[config.mk]
export PLATFORM = sky130hd
export DESIGN_NAME = led_driver
export DESIGN_NICKNAME = d
export VERILOG_FILES = /design/src/rtl/led_driver.sv
export SDC_FILE = /design/constraint.sdc
export NUM_CORES = 1
export LEC_CHECK = 0
export BUFFER_PORTS_ARGS = -buffer_cell sky130_fd_sc_hd__buf_2
export CORE_MARGIN = 2
export CORE_UTILIZATION = 57
export CTS_BUF_LIST = sky130_fd_sc_hd__clkbuf_8
export DETAILED_ROUTE_END_ITERATION = 16
export HOLD_SLACK_MARGIN = 0.08
export PLACE_DENSITY = 0.78
export SYNTH_ARGS = -nofsm -noshare
export SYNTH_HDL_FRONTEND = slang
export SYNTH_SLANG_ARGS = --single-unit
[constraint.sdc]
create_clock -name sysClk -period 2.5 [get_ports sysClk]
set_clock_uncertainty 0.05 [all_clocks]
set_input_delay 0.25 -clock sysClk [delete_from_list [all_inputs] [get_ports sysClk]]
set_output_delay 0.25 -clock sysClk [all_outputs]
set_load 0.02 [all_outputs]
[src/rtl/led_driver.sv]
// Multi-channel LED driver: per-channel off / on / blink / breathe, sharing one tick prescaler and PWM counter.
// Define LED_DRIVER_BREATHE_EN to build mode 3 (breathe); without it mode 3 behaves as off.
module led_driver #(
    parameter int  TICK_DIV = 100_000,
    parameter int  NCHAN    = 2,
    parameter int  PER_W    = 10,
    parameter int  PWM_W    = 8,
    localparam int CH_W     = (NCHAN > 1) ? $clog2(NCHAN) : 1
) (
    input  logic             sysClk,
    input  logic             rst,
    input  logic             wrEn,
    input  logic [CH_W-1:0]  wrChan,
    input  logic [1:0]       wrMode,
    input  logic [PER_W-1:0] wrArg,
    output logic [NCHAN-1:0] led,
    output logic             tick
);
    localparam int               CNT_W    = $clog2(TICK_DIV);
    localparam logic [CNT_W-1:0] PRE_LAST = CNT_W'(TICK_DIV - 1);

`ifdef LED_DRIVER_BREATHE_EN
    localparam bit BREATHE_EN = 1'b1;
`else
    localparam bit BREATHE_EN = 1'b0;
`endif

    typedef enum logic [1:0] {
        MODE_OFF     = 2'd0,
        MODE_ON      = 2'd1,
        MODE_BLINK   = 2'd2,
        MODE_BREATHE = 2'd3
    } mode_e;

    logic [CNT_W-1:0] pre_q, pre_d;
    logic             tick_q, tick_d;
    logic [PWM_W-1:0] pwm_q, pwm_d;

    always_comb begin
        pre_d  = (pre_q == PRE_LAST) ? '0 : pre_q + 1'b1;
        tick_d = (pre_q == PRE_LAST);
        pwm_d  = pwm_q + 1'b1;
    end

    always_ff @(posedge sysClk) begin
        if (rst) begin
            pre_q  <= '0;
            tick_q <= 1'b0;
            pwm_q  <= '0;
        end else begin
            pre_q  <= pre_d;
            tick_q <= tick_d;
            pwm_q  <= pwm_d;
        end
    end

    assign tick = tick_q;

`ifndef LED_DRIVER_BREATHE_EN
    logic unused_pwm;
    assign unused_pwm = ^pwm_q;
`endif

    genvar gi;
    for (gi = 0; gi < NCHAN; gi++) begin : g_chan
        localparam logic [CH_W-1:0] CH_IDX = CH_W'(gi);

        mode_e            mode_q, mode_d;
        logic [PER_W-1:0] arg_q, arg_d;
        logic [PER_W-1:0] phase_q, phase_d;
        logic             blink_q, blink_d;
        logic             led_q, led_d;
        logic             wr_hit;
        logic             advance;
        logic             period_end;
        logic [PER_W-1:0] last_phase;
        logic             breathe_led;

        // Out-of-range channel numbers simply never match any channel.
        assign wr_hit     = wrEn && (wrChan == CH_IDX);
        assign last_phase = (arg_q == '0) ? '0 : arg_q - 1'b1;
        assign advance    = tick_q && ((mode_q == MODE_BLINK) ||
                                       (BREATHE_EN && (mode_q == MODE_BREATHE)));
        assign period_end = advance && (phase_q == last_phase);

        always_comb begin
            mode_d  = mode_q;
            arg_d   = arg_q;
            phase_d = phase_q;
            blink_d = blink_q;
            if (wr_hit) begin
                mode_d  = mode_e'(wrMode);
                arg_d   = wrArg;
                phase_d = '0;
                blink_d = 1'b1;
            end else if (period_end) begin
                phase_d = '0;
                blink_d = (mode_q == MODE_BLINK) ? ~blink_q : blink_q;
            end else if (advance) begin
                phase_d = phase_q + 1'b1;
            end
        end

`ifdef LED_DRIVER_BREATHE_EN
        localparam logic [PWM_W-1:0] DUTY_TOP = '1;

        logic [PWM_W-1:0] duty_q, duty_d;
        logic             fall_q, fall_d;

        // Triangle ramp: saturate at both ends by flipping direction on arrival.
        always_comb begin
            duty_d = duty_q;
            fall_d = fall_q;
            if (wr_hit) begin
                duty_d = '0;
                fall_d = 1'b0;
            end else if ((mode_q == MODE_BREATHE) && period_end) begin
                if (!fall_q) begin
                    duty_d = duty_q + 1'b1;
                    fall_d = (duty_q == DUTY_TOP - 1'b1);
                end else begin
                    duty_d = duty_q - 1'b1;
                    fall_d = (duty_q != PWM_W'(1));
                end
            end
        end

        always_ff @(posedge sysClk) begin
            if (rst) begin
                duty_q <= '0;
                fall_q <= 1'b0;
            end else begin
                duty_q <= duty_d;
                fall_q <= fall_d;
            end
        end

        assign breathe_led = (pwm_q < duty_q);
`else
        assign breathe_led = 1'b0;
`endif

        always_comb begin
            led_d = 1'b0;
            case (mode_q)
                MODE_ON:      led_d = 1'b1;
                MODE_BLINK:   led_d = blink_q;
                MODE_BREATHE: led_d = breathe_led;
                default:      led_d = 1'b0;
            endcase
        end

        always_ff @(posedge sysClk) begin
            if (rst) begin
                mode_q  <= MODE_OFF;
                arg_q   <= '0;
                phase_q <= '0;
                blink_q <= 1'b0;
                led_q   <= 1'b0;
            end else begin
                mode_q  <= mode_d;
                arg_q   <= arg_d;
                phase_q <= phase_d;
                blink_q <= blink_d;
                led_q   <= led_d;
            end
        end

        assign led[gi] = led_q;
    end

endmodule

## Yosys cells after proc, flatten, opt, wreduce, memory -nomap -nowiden

Cells that the tools add are included.

| cells by class | value |
|---|---|
| mux-type cells | 10 |
| add/sub/neg operators | 5 |
| bitwise operators | 3 |
| reduce and logical (&&, ||, !) cells | 17 |
| equality and inequality tests | 7 |

Operators with widths:

| operator | count |
|---|---|
| $add A10 B1 Y10 const B | 2 |
| $eq A10 B10 Y1 | 2 |
| $logic_not A10 Y1 | 2 |
| $mux W10 | 2 |
| $sub A10 B1 Y10 const B | 2 |
| $add A17 B1 Y17 const B | 1 |
| $eq A17 B17 Y1 const B | 1 |
| $reduce_bool A2 Y1 | 4 |
| $logic_and A1 B1 Y1 | 6 |
| $mux W1 | 6 |
| $reduce_or A3 Y1 | 2 |
| $eq A2 B1 Y1 const B | 2 |
| $eq A2 B2 Y1 const B | 2 |
| $pmux W1 S2 | 2 |
| $reduce_and A2 Y1 | 2 |
| $not A1 Y1 | 3 |
| $reduce_or A2 Y1 | 1 |

| word-level totals | value |
|---|---|
| output and inout port bits | 3 |
| logic and storage cells | 54 |
| input port bits | 16 |
| register bits after elaboration | 66 |

## Longest topological paths before layout

Gate-level depths: netlist of the first run.

| logic depth | value |
|---|---|
| depth after elaboration | 6 |
| depth in mapped cells | 11 |
| depth with buffers taken out | 9 |

## Worst setup path before layout of the first run

OpenSTA, ideal clock, no wires.

| timing | value |
|---|---|
| path kind | flip-flop to flip-flop |
| start point | register g_chan[1].arg_q[0] |
| end point | register g_chan[1].phase_q[0] |
| data required time | 2.311 ns |
| library setup time | 0.139 ns |
| clock period less this slack | 2.766 ns |
| arrival | 2.577 ns |
| stages on the path, launching flop included | 12 |
| path slack | -0.266 ns |
| path buffers | 2 |
| path through | dfxtp_1 > clkbuf_1 > inv_1 > ha_1 > buf_2 > nor3b_1 > a211oi_1 > o311a_1 > a2111oi_0 > nand4b_1 > o31ai_2 > nor2_1 |

| on the way | value |
|---|---|
| longest elaborated chain between the ends | 5 |
| elaborated cells on any way between the ends | 6 |
| classes of those cells | 1 x add/sub; 1 x eq/ne; 1 x mux; 3 x reduce/logical |

Ends and longest elaborated chain:

| item | line | source |
|---|---|---|
| start: declaration | 69 | `logic [PER_W-1:0] arg_q, arg_d;` |
| start signal: assignment | 162 | `arg_q <= arg_d;` |
| $sub A10 B1 Y10 or $logic_not A10 Y1 (tied branches) | 81 | `assign last_phase = (arg_q == '0) ? '0 : arg_q - 1'b1;` |
| $mux W10 * | 81 |  |
| $eq A10 B10 Y1 * | 84 | `assign period_end = advance && (phase_q == last_phase);` |
| $logic_and A1 B1 Y1 * | 84 |  |
| $reduce_or A3 Y1 (no source line) * | n/a |  |
| end signal: assignment | 163 | `phase_q <= phase_d;` |
| end: declaration | 70 | `logic [PER_W-1:0] phase_q, phase_d;` |

Mark *: on every way between the ends. The rest lies on a longest branch, timed or not.
A chain may end at the register's enable or synchronous reset.

## Worst setup path in the final report of the first run

| timing | value |
|---|---|
| start point | register g_chan[0].arg_q[0] |
| end point | register g_chan[0].blink_q |

| on the way | value |
|---|---|
| longest elaborated chain between the ends | 6 |
| elaborated cells on any way between the ends | 7 |
| classes of those cells | 1 x add/sub; 1 x eq/ne; 1 x mux; 4 x reduce/logical |

Ends and longest elaborated chain:

| item | line | source |
|---|---|---|
| start: declaration | 69 |  |
| start signal: assignment | 162 |  |
| $sub A10 B1 Y10 or $logic_not A10 Y1 (tied branches) | 81 |  |
| $mux W10 * | 81 |  |
| $eq A10 B10 Y1 * | 84 |  |
| $logic_and A1 B1 Y1 * | 84 |  |
| $reduce_bool A2 Y1 (no source line) * | n/a |  |
| $reduce_and A2 Y1 (no source line) * | n/a |  |
| end signal: assignment | 164 | `blink_q <= blink_d;` |
| end: declaration | 71 | `logic blink_q, blink_d;` |

Marks and branches as above.

==> results_tabular.tex, run 1 <==
\begin{tabular}{lr}
\hline
Metric & Value \\
\hline
\multicolumn{2}{l}{\textbf{GRT}} \\
Wire length of the first global-routing pass & 14.7 mm \\
Tot GR Track Use & 25.9\% \\
Antenna violations before repair & 0 \\
Maximum number of pins on one net before global-route repair & 33 \\
Number of global-route vias before repair & 3158 \\
Total congestion overflow & 0 \\
\multicolumn{2}{l}{\textbf{Worst setup path}} \\
Worst Reg2Reg Path Length in Cells & 9 \\
Crit path launch type & flop \\
Required time worst endpoint & 2.72 ns \\
Maximum net fanout on the critical path & 3 \\
Slowest library cell on the worst path & or4\_4 \\
Worst path top cell family by delay & simple AND/OR/NAND/NOR gates \\
Register-to-Register Setup Slack & -0.16 ns \\
Max stage delay on crit path & 0.55 ns \\
Buffers and inverters on the worst path & 1 \\
Kind of critical path & reg -> reg \\
Reg-to-Reg End & g\_chan[0].blink\_q \\
Critical path startpoint & g\_chan[0].arg\_q[0] \\
Worst reg2reg startpoint & g\_chan[0].arg\_q[0] \\
Crit end category & flop \\
Ordered cell list for the critical path & inv\_2 -> ha\_4 -> or4b\_4 -> or4\_4 -> and3\_4 -> nor4\_4 -> nand3\_2 -> or3\_1 -> a31oi\_1 \\
Data arrival time of the worst path & 2.88 ns \\
\multicolumn{2}{l}{\textbf{Cells and area}} \\
Post-Layout Inst Area & 0.00438 mm\^{}2 \\
Synth-to-Final Area Change & 22.7\% \\
Core Util, Final & 73.2\% \\
Antenna Cells & 0 \\
Ratio of cells with drive above 1 in the final layout & 24.1\% \\
Number of standard cells in the layout, taps in and fillers out & 586 \\
Number of nets at the end of the flow & 531 \\
\multicolumn{2}{l}{\textbf{STA}} \\
Final setup violation count & 22 \\
Tcrit/Tclk final & 106\% \\
Hold Slack & 0.0904 ns \\
Summed negative setup slack over all endpoints & -1.38 ns \\
Maximum frequency from static timing analysis & 376 MHz \\
Relative slew slack & 60.6\% \\
Worst setup margin & -0.158 ns \\
Unrepaired setup endpoints after global routing & yes \\
Final Hold Fails & 0 \\
Slew at the pin closest to its max-slew limit & 0.590 ns \\
Min cycle time layout & 2.66 ns \\
Max-slew violations & 0 \\
\multicolumn{2}{l}{\textbf{CTS}} \\
Num CTS Buffers & 9 \\
Number of H-tree levels & 3 \\
Number of buffers inserted by hold repair at cts & 0 \\
Clock tree from TritonCTS & built \\
Clk sinks & 66 \\
Reg clk slew, reported paths & 0.08 ns \\
Root buffer cell & clkbuf\_8 \\
Clock insertion delay at the later pin of the skew report & 0.35 ns \\
Maximum buffer depth of the clock tree & 2 \\
\multicolumn{2}{l}{\textbf{Yosys}} \\
Yosys top cell area share & 37.0\% \\
Post-synth cell types & 60 \\
Number of synthesized register bits & 66 \\
Mapped Avg Cell Area & 7.87 um\^{}2 \\
Cell types with the largest area share after synthesis & dfxtp\_1, nand2\_1, xor2\_1, a21oi\_1, nor2\_1 \\
Total standard cell area after synthesis & 0.00357 mm\^{}2 \\
Top flip-flop cell by instance count after synthesis & dfxtp\_1 \\
Synthesized netlist net count & 479 \\
Instance count of the mapped netlist & 454 \\
Share of synthesized flip-flops with an asynchronous set or reset & 0\% \\
Cell type with the highest aggregate area in the netlist & dfxtp\_1 \\
EDFF count, synth & 0 \\
Number of warnings printed during yosys synthesis & 0 \\
Sequential-to-total area share from yosys stat & 37.0\% \\
\multicolumn{2}{l}{\textbf{Pwr}} \\
Clk pwr share & 37.8\% \\
Sequential share of power & 44.8\% \\
Switching share of total power & 27.3\% \\
Internal power component & 1.79 mW \\
Static leakage & 1.69 nW \\
Net switching component of the power & 0.673 mW \\
Total power & 2.46 mW \\
Pwr Density & 562 mW/mm\^{}2 \\
Share of total power in combinational logic & 17.4\% \\
Max rail drop VDD & 0.482 mV \\
\multicolumn{2}{l}{\textbf{Min path}} \\
Hold Crit Depth & 3 \\
Hold EP & g\_chan[1].arg\_q[5] \\
Kind of path behind the tightest hold check & in -> reg \\
Hold Startpoint & wrArg[5] \\
\multicolumn{2}{l}{\textbf{Route}} \\
Average detailed-routed wire length per instance & 15.6 um \\
Final wirelength & 9.14 mm \\
Post-detailed-route count of antenna-violating nets & 0 \\
Number of search-and-repair iterations in the first detailed-routing pass & 4 \\
DRC & 0 \\
First DRT Iteration DRCs & 209 \\
Total number of vias & 3434 \\
Drt via density & 5.86 \\
\multicolumn{2}{l}{\textbf{Floorplan}} \\
Width of the die & 83.2 um \\
Io pins & 19 \\
Number of cell rows & 28 \\
Die outline height & 83.2 um \\
Area of the core & 0.00599 mm\^{}2 \\
Effective utilization at floorplan & 59.6\% \\
Full die area & 0.00691 mm\^{}2 \\
\multicolumn{2}{l}{\textbf{Status}} \\
Violations in the final reports & negative setup slack \\
Result of the run & complete, but fails checks \\
\multicolumn{2}{l}{\textbf{Placed design}} \\
Cell area after placement & 0.00397 mm\^{}2 \\
Worst slack at placement & -0.136 ns \\
Cell Count Post-Placement & 564 \\
Routability-driven placement congestion ratio & 0.865 \\
Number of I/O port buffers & 18 \\
HPWL after detailed placement & 6.21 mm \\
\multicolumn{2}{l}{\textbf{Flow run}} \\
Count of max-cap constraint violations & 0 \\
\hline
\end{tabular}
## area by class of cell
class                      count  area [um^2]
fill                         465         1610
timing repair buffer          60          424
multi-input combinational    354         2270
tap                           75         93.8
sequential                    66         1330
clock buffer                  11          151
inverter                      15         58.8
clock inverter                 5         55.1
## metal layers
| metal | global-route usage [%] | vias to the layer above | share of wire, % |
|---|---|---|---|
| met2 | 45.6 | 102 | 50 |
| met5 | 0 | - | 0 |
| met3 | 3.78 | 22 | 4.4 |
| li1 | - | 1689 | - |
| met4 | 9.69 | 0 | 2.3 |
| met1 | 31.9 | 1621 | 43 |
## flip-flops by register name (all words and copies together) (netlist names)
| signal | flops |
|---|---|
| g_chan.phase_q | 20 |
| g_chan.led_q | 2 |
| pre_q | 17 |
| g_chan.blink_q | 2 |
| g_chan.arg_q | 20 |
| tick | 1 |
| g_chan.mode_q | 4 |
## synth_stat cells (4+ instances only)
cell       n
a21oi_1   40
a31oi_1    4
and2_1     4
and3_1    10
clkbuf_1  13
dfxtp_1   66
ha_1       9
inv_1     15
nand2_1   76
nand3_1   18
nand4_1    8
nor2_1    48
nor2b_1    4
nor3_1    10
nor3b_1    4
nor4_1     7
o21ai_0   12
or3_1     12
xnor2_1   16
xor2_1    24
## worst max path at each step
stage,to,slack (ns),cells after the start
2_1_floorplan,g_chan[0].blink_q,-0.09,9
3_3_place_gp,g_chan[0].blink_q,-0.06,9
3_5_place_dp,g_chan[0].blink_q,-0.14,9
4_1_cts,g_chan[0].blink_q,-0.16,9
5_1_grt,g_chan[0].blink_q,-0.25,9
6_report,g_chan[0].blink_q,-0.16,9
## cell usage in the layout (no fill, tap or decap), types with 7 or more instances in the layout
cell type and n:
a21oi_1 37, and3_1 10, buf_2 18, buf_4 37, clkbuf_8 11, dfxtp_1 62
ha_1 7, inv_1 13, nand2_1 76, nand3_1 18, nand4_1 8, nor2_1 40
nor2_2 8, nor3_1 10, o21ai_0 10, or3_1 10, xnor2_1 16, xor2_1 24
## repair_timing
item / CTS / global route
pin swaps: 16 / 7
cloned: 1 / 0
resized for setup: 13 / 31
setup endpoints to repair: 22 / 22
buffers inserted: 3 / 2
## worst register-to-register path, stage by stage, from the launching register on
cell and delay, ns:
dfxtp_4 0.35, inv_2 0.06, ha_4 0.11, or4b_4 0.45, or4_4 0.55, and3_4 0.20, nor4_4 0.18, nand3_2 0.13
or3_1 0.38, a31oi_1 0.12
## cells by family (layout without fill, tap and decap cells)
logic type,count (synthesis),after routing,synth area share (%)
xor gates and xnor gates,40,40,9.81
and+or+nand+nor,223,223,31.4
adders and majority gates,9,9,3.15
AOI/OAI and AO/OA,82,82,14.3
DFF,66,66,37.0
buffers and inverters,34,91,4.34
## power groups by stage
| stage | Sequential, mW | Clock [mW] | Combinational [mW] |
|---|---|---|---|
| final | 1.10 | 0.930 | 0.429 |
| after global placement | 1.12 | 0 | 0.355 |
| after detailed placement | 1.12 | 0 | 0.368 |
| after CTS | 1.10 | 0.937 | 0.386 |
| after floorplan | 1.12 | 0 | 0.251 |
| after global routing | 1.11 | 0.984 | 0.468 |
Note: power is estimated with default switching activity, not from simulation.
==> run 2: changes to the inputs <==
- SETUP_SLACK_MARGIN: not set -> 0.15
==> run 2 against run 1 <==
Compared with the run above: setup slack improved by 0.046 ns; final area increased by 2.5%; critical endpoint is now g_chan[1].phase_q[5]; flip-flop and latch count unchanged; wire length increased by 0.21%; non-clock buffer count unchanged; cell count unchanged; the run still ends with negative setup slack left; highest routed layer unchanged; sequential share of layout area decreased by 0.68 points; register-to-register slack improved by 0.05 ns; power increased by 4.4%; sequential power about the same; combinational power increased by 7.0%; count of clock-buffer cells in the layout decreased by 2.
==> results_tabular.tex, run 2 (synthesis gave the netlist of run 1 again) <==
\begin{tabular}{lr}
\hline
Metric & Value \\
\hline
\multicolumn{2}{l}{\textbf{Floorplan}} \\
Effective utilization at floorplan & 59.6\% (unchanged) \\
Width of the die & 83.2 um (unchanged) \\
Number of cell rows & 28 (unchanged) \\
Die outline height & 83.2 um (unchanged) \\
Area of the core & 0.00599 mm\^{}2 (unchanged) \\
Full die area & 0.00691 mm\^{}2 (unchanged) \\
Io pins & 19 (unchanged) \\
\multicolumn{2}{l}{\textbf{Worst setup path}} \\
Maximum net fanout on the critical path & 5 (+2) \\
Register-to-Register Setup Slack & -0.11 ns (+0.05 ns) \\
Kind of critical path & reg -> reg \\
Required time worst endpoint & 2.70 ns (-0.02 ns) \\
Crit path launch type & flop \\
Crit end category & flop \\
Data arrival time of the worst path & 2.81 ns (-0.07 ns) \\
\multicolumn{2}{l}{\textbf{CTS}} \\
Clock tree from TritonCTS & built \\
Maximum buffer depth of the clock tree & 2 (unchanged) \\
Reg clk slew, reported paths & 0.08 ns (about the same) \\
Number of H-tree levels & 3 (unchanged) \\
Root buffer cell & clkbuf\_8 \\
Clk sinks & 66 (unchanged) \\
Clock insertion delay at the later pin of the skew report & 0.36 ns (about the same) \\
Num CTS Buffers & 9 (unchanged) \\
\multicolumn{2}{l}{\textbf{STA}} \\
Worst setup margin & -0.112 ns (+0.0463 ns) \\
Unrepaired setup endpoints after global routing & yes \\
Min cycle time layout & 2.61 ns (-0.0463 ns) \\
Max-slew violations & 0 (unchanged) \\
Tcrit/Tclk final & 104\% (-1.9 points) \\
Relative slew slack & 60.2\% (-0.47 points) \\
Maximum frequency from static timing analysis & 383 MHz (+1.8\%) \\
Final setup violation count & 21 (-4.5\%) \\
Hold Slack & 0.0909 ns (+0.000527 ns) \\
Final Hold Fails & 0 (unchanged) \\
Slew at the pin closest to its max-slew limit & 0.597 ns (+0.00700 ns) \\
\multicolumn{2}{l}{\textbf{Route}} \\
Average detailed-routed wire length per instance & 15.6 um (+0.21\%) \\
Post-detailed-route count of antenna-violating nets & 0 (unchanged) \\
Drt via density & 5.85 (-0.17\%) \\
Total number of vias & 3428 (-0.17\%) \\
Final wirelength & 9.16 mm (+0.21\%) \\
DRC & 0 (unchanged) \\
First DRT Iteration DRCs & 200 (-4.3\%) \\
Number of search-and-repair iterations in the first detailed-routing pass & 6 (+2) \\
\multicolumn{2}{l}{\textbf{Cells and area}} \\
Antenna Cells & 0 (unchanged) \\
Biggest regs & g\_chan.arg\_q: 20 flops, g\_chan.phase\_q: 20 flops, pre\_q: 17 flops \\
Post-Layout Inst Area & 0.00449 mm\^{}2 (+2.5\%) \\
Number of standard cells in the layout, taps in and fillers out & 586 (unchanged) \\
Number of nets at the end of the flow & 531 (unchanged) \\
Commonest non-fill, non-tap cell in the layout & nand2\_1 \\
Filler cell count & 419 (-9.9\%) \\
Synth-to-Final Area Change & 25.8\% \\
Ratio of cells with drive above 1 in the final layout & 25.4\% (+1.4 points) \\
Most used cells in the layout excluding fill and tap cells & nand2\_1, dfxtp\_1, nor2\_1, a21oi\_1, buf\_4 \\
\multicolumn{2}{l}{\textbf{GRT}} \\
Maximum number of pins on one net before global-route repair & 33 (unchanged) \\
Tot GR Track Use & 26.3\% (+0.39 points) \\
Wire length of the first global-routing pass & 14.8 mm (+0.42\%) \\
Total congestion overflow & 0 (unchanged) \\
Antenna violations before repair & 0 (unchanged) \\
Number of global-route vias before repair & 3186 (+0.89\%) \\
\multicolumn{2}{l}{\textbf{Placed design}} \\
Routability-driven placement congestion ratio & 0.870 (+0.58\%) \\
Cell Count Post-Placement & 560 (-0.71\%) \\
HPWL after detailed placement & 5.97 mm (-3.9\%) \\
Cell area after placement & 0.00395 mm\^{}2 (-0.44\%) \\
Number of I/O port buffers & 18 (unchanged) \\
\multicolumn{2}{l}{\textbf{Status}} \\
Result of the run & complete, but fails checks \\
Violations in the final reports & negative setup slack \\
\multicolumn{2}{l}{\textbf{Flow run}} \\
Count of max-cap constraint violations & 0 (unchanged) \\
\multicolumn{2}{l}{\textbf{Pwr}} \\
Static leakage & 1.71 nW (+1.3\%) \\
Max rail drop VDD & 0.501 mV (+4.0\%) \\
Pwr Density & 572 mW/mm\^{}2 (+1.9\%) \\
\multicolumn{2}{l}{\textbf{Min path}} \\
Kind of path behind the tightest hold check & in -> reg \\
\hline
\end{tabular}
## run 2: worst paths after layout
| kind | startpoint | endpoint | cells after the start |
|---|---|---|---|
| setup / recovery | g_chan[1].arg_q[1] | g_chan[1].phase_q[5] | 11 |
| hold / removal | wrMode[1] | g_chan[1].mode_q[1] | 3 |
| setup reg to reg | g_chan[1].arg_q[1] | g_chan[1].phase_q[5] | 11 |
| hold reg to reg | g_chan[1].mode_q[1] | g_chan[1].mode_q[1] | 2 |
## run 2: metal layers
| layer | track usage [%] | routed length, um |
|---|---|---|
| met1 | 33.0 | 3920 |
| met2 | 43.0 | 4540 |
| met3 | 5.17 | 429 |
| met4 | 13.0 | 265 |
| met5 | 0 | 0 |
## run 2: layout make-up
| cell class | instances | area (um^2) | share of cell area (%) |
|---|---|---|---|
| Multi-Input combinational cell | 354 | 2340 | 52.1 |
| Clock inverter | 7 | 92.6 | 2.06 |
| Tap cell | 75 | 93.8 | 2.09 |
| Timing Repair Buffer | 60 | 449 | 10.0 |
| Sequential cell | 66 | 1330 | 29.6 |
| Inverter | 15 | 58.8 | 1.31 |
| Clock buffer | 9 | 124 | 2.76 |
## run 2: worst max-delay path, cell delays in order, from the launching register on
cell and delay, ns:
dfxtp_4 0.36, inv_2 0.07, ha_4 0.14, or3b_4 0.38, and2_4 0.15, or3_1 0.33
a22oi_2 0.13, nand4b_1 0.17, buf_4 0.20, o31ai_4 0.28, clkbuf_16 0.23, nor2_4 0.03
## run 2: power by group
group	leakage, nW	total [mW]	switching (mW)	internal [mW]
clock network	0.107	1.01	0.449	0.559
registers	0.538	1.10	0.0291	1.07
logic	1.07	0.459	0.239	0.220
## run 2: what timing repair did
item	in CTS	in global routing
hold buffers	1	0
hold endpoints to repair	1	0
pin swaps	10	15
gates cloned	1	1
setup endpoints to repair	22	22
setup buffers	3	4
gates resized for setup	24	33
## run 2: stage by stage
step	util (%)	setup TNS [ns]	power, mW	setup slack, ns
floorplan	-	-0.590	1.37	-0.0894
global placement	66.0	-0.0500	1.48	-0.0500
detailed placement	66.0	-0.726	1.49	-0.0975
CTS	71.7	-0.122	2.51	-0.0919
global route	75.0	-2.54	2.68	-0.158
finish	75.0	-0.986	2.57	-0.112
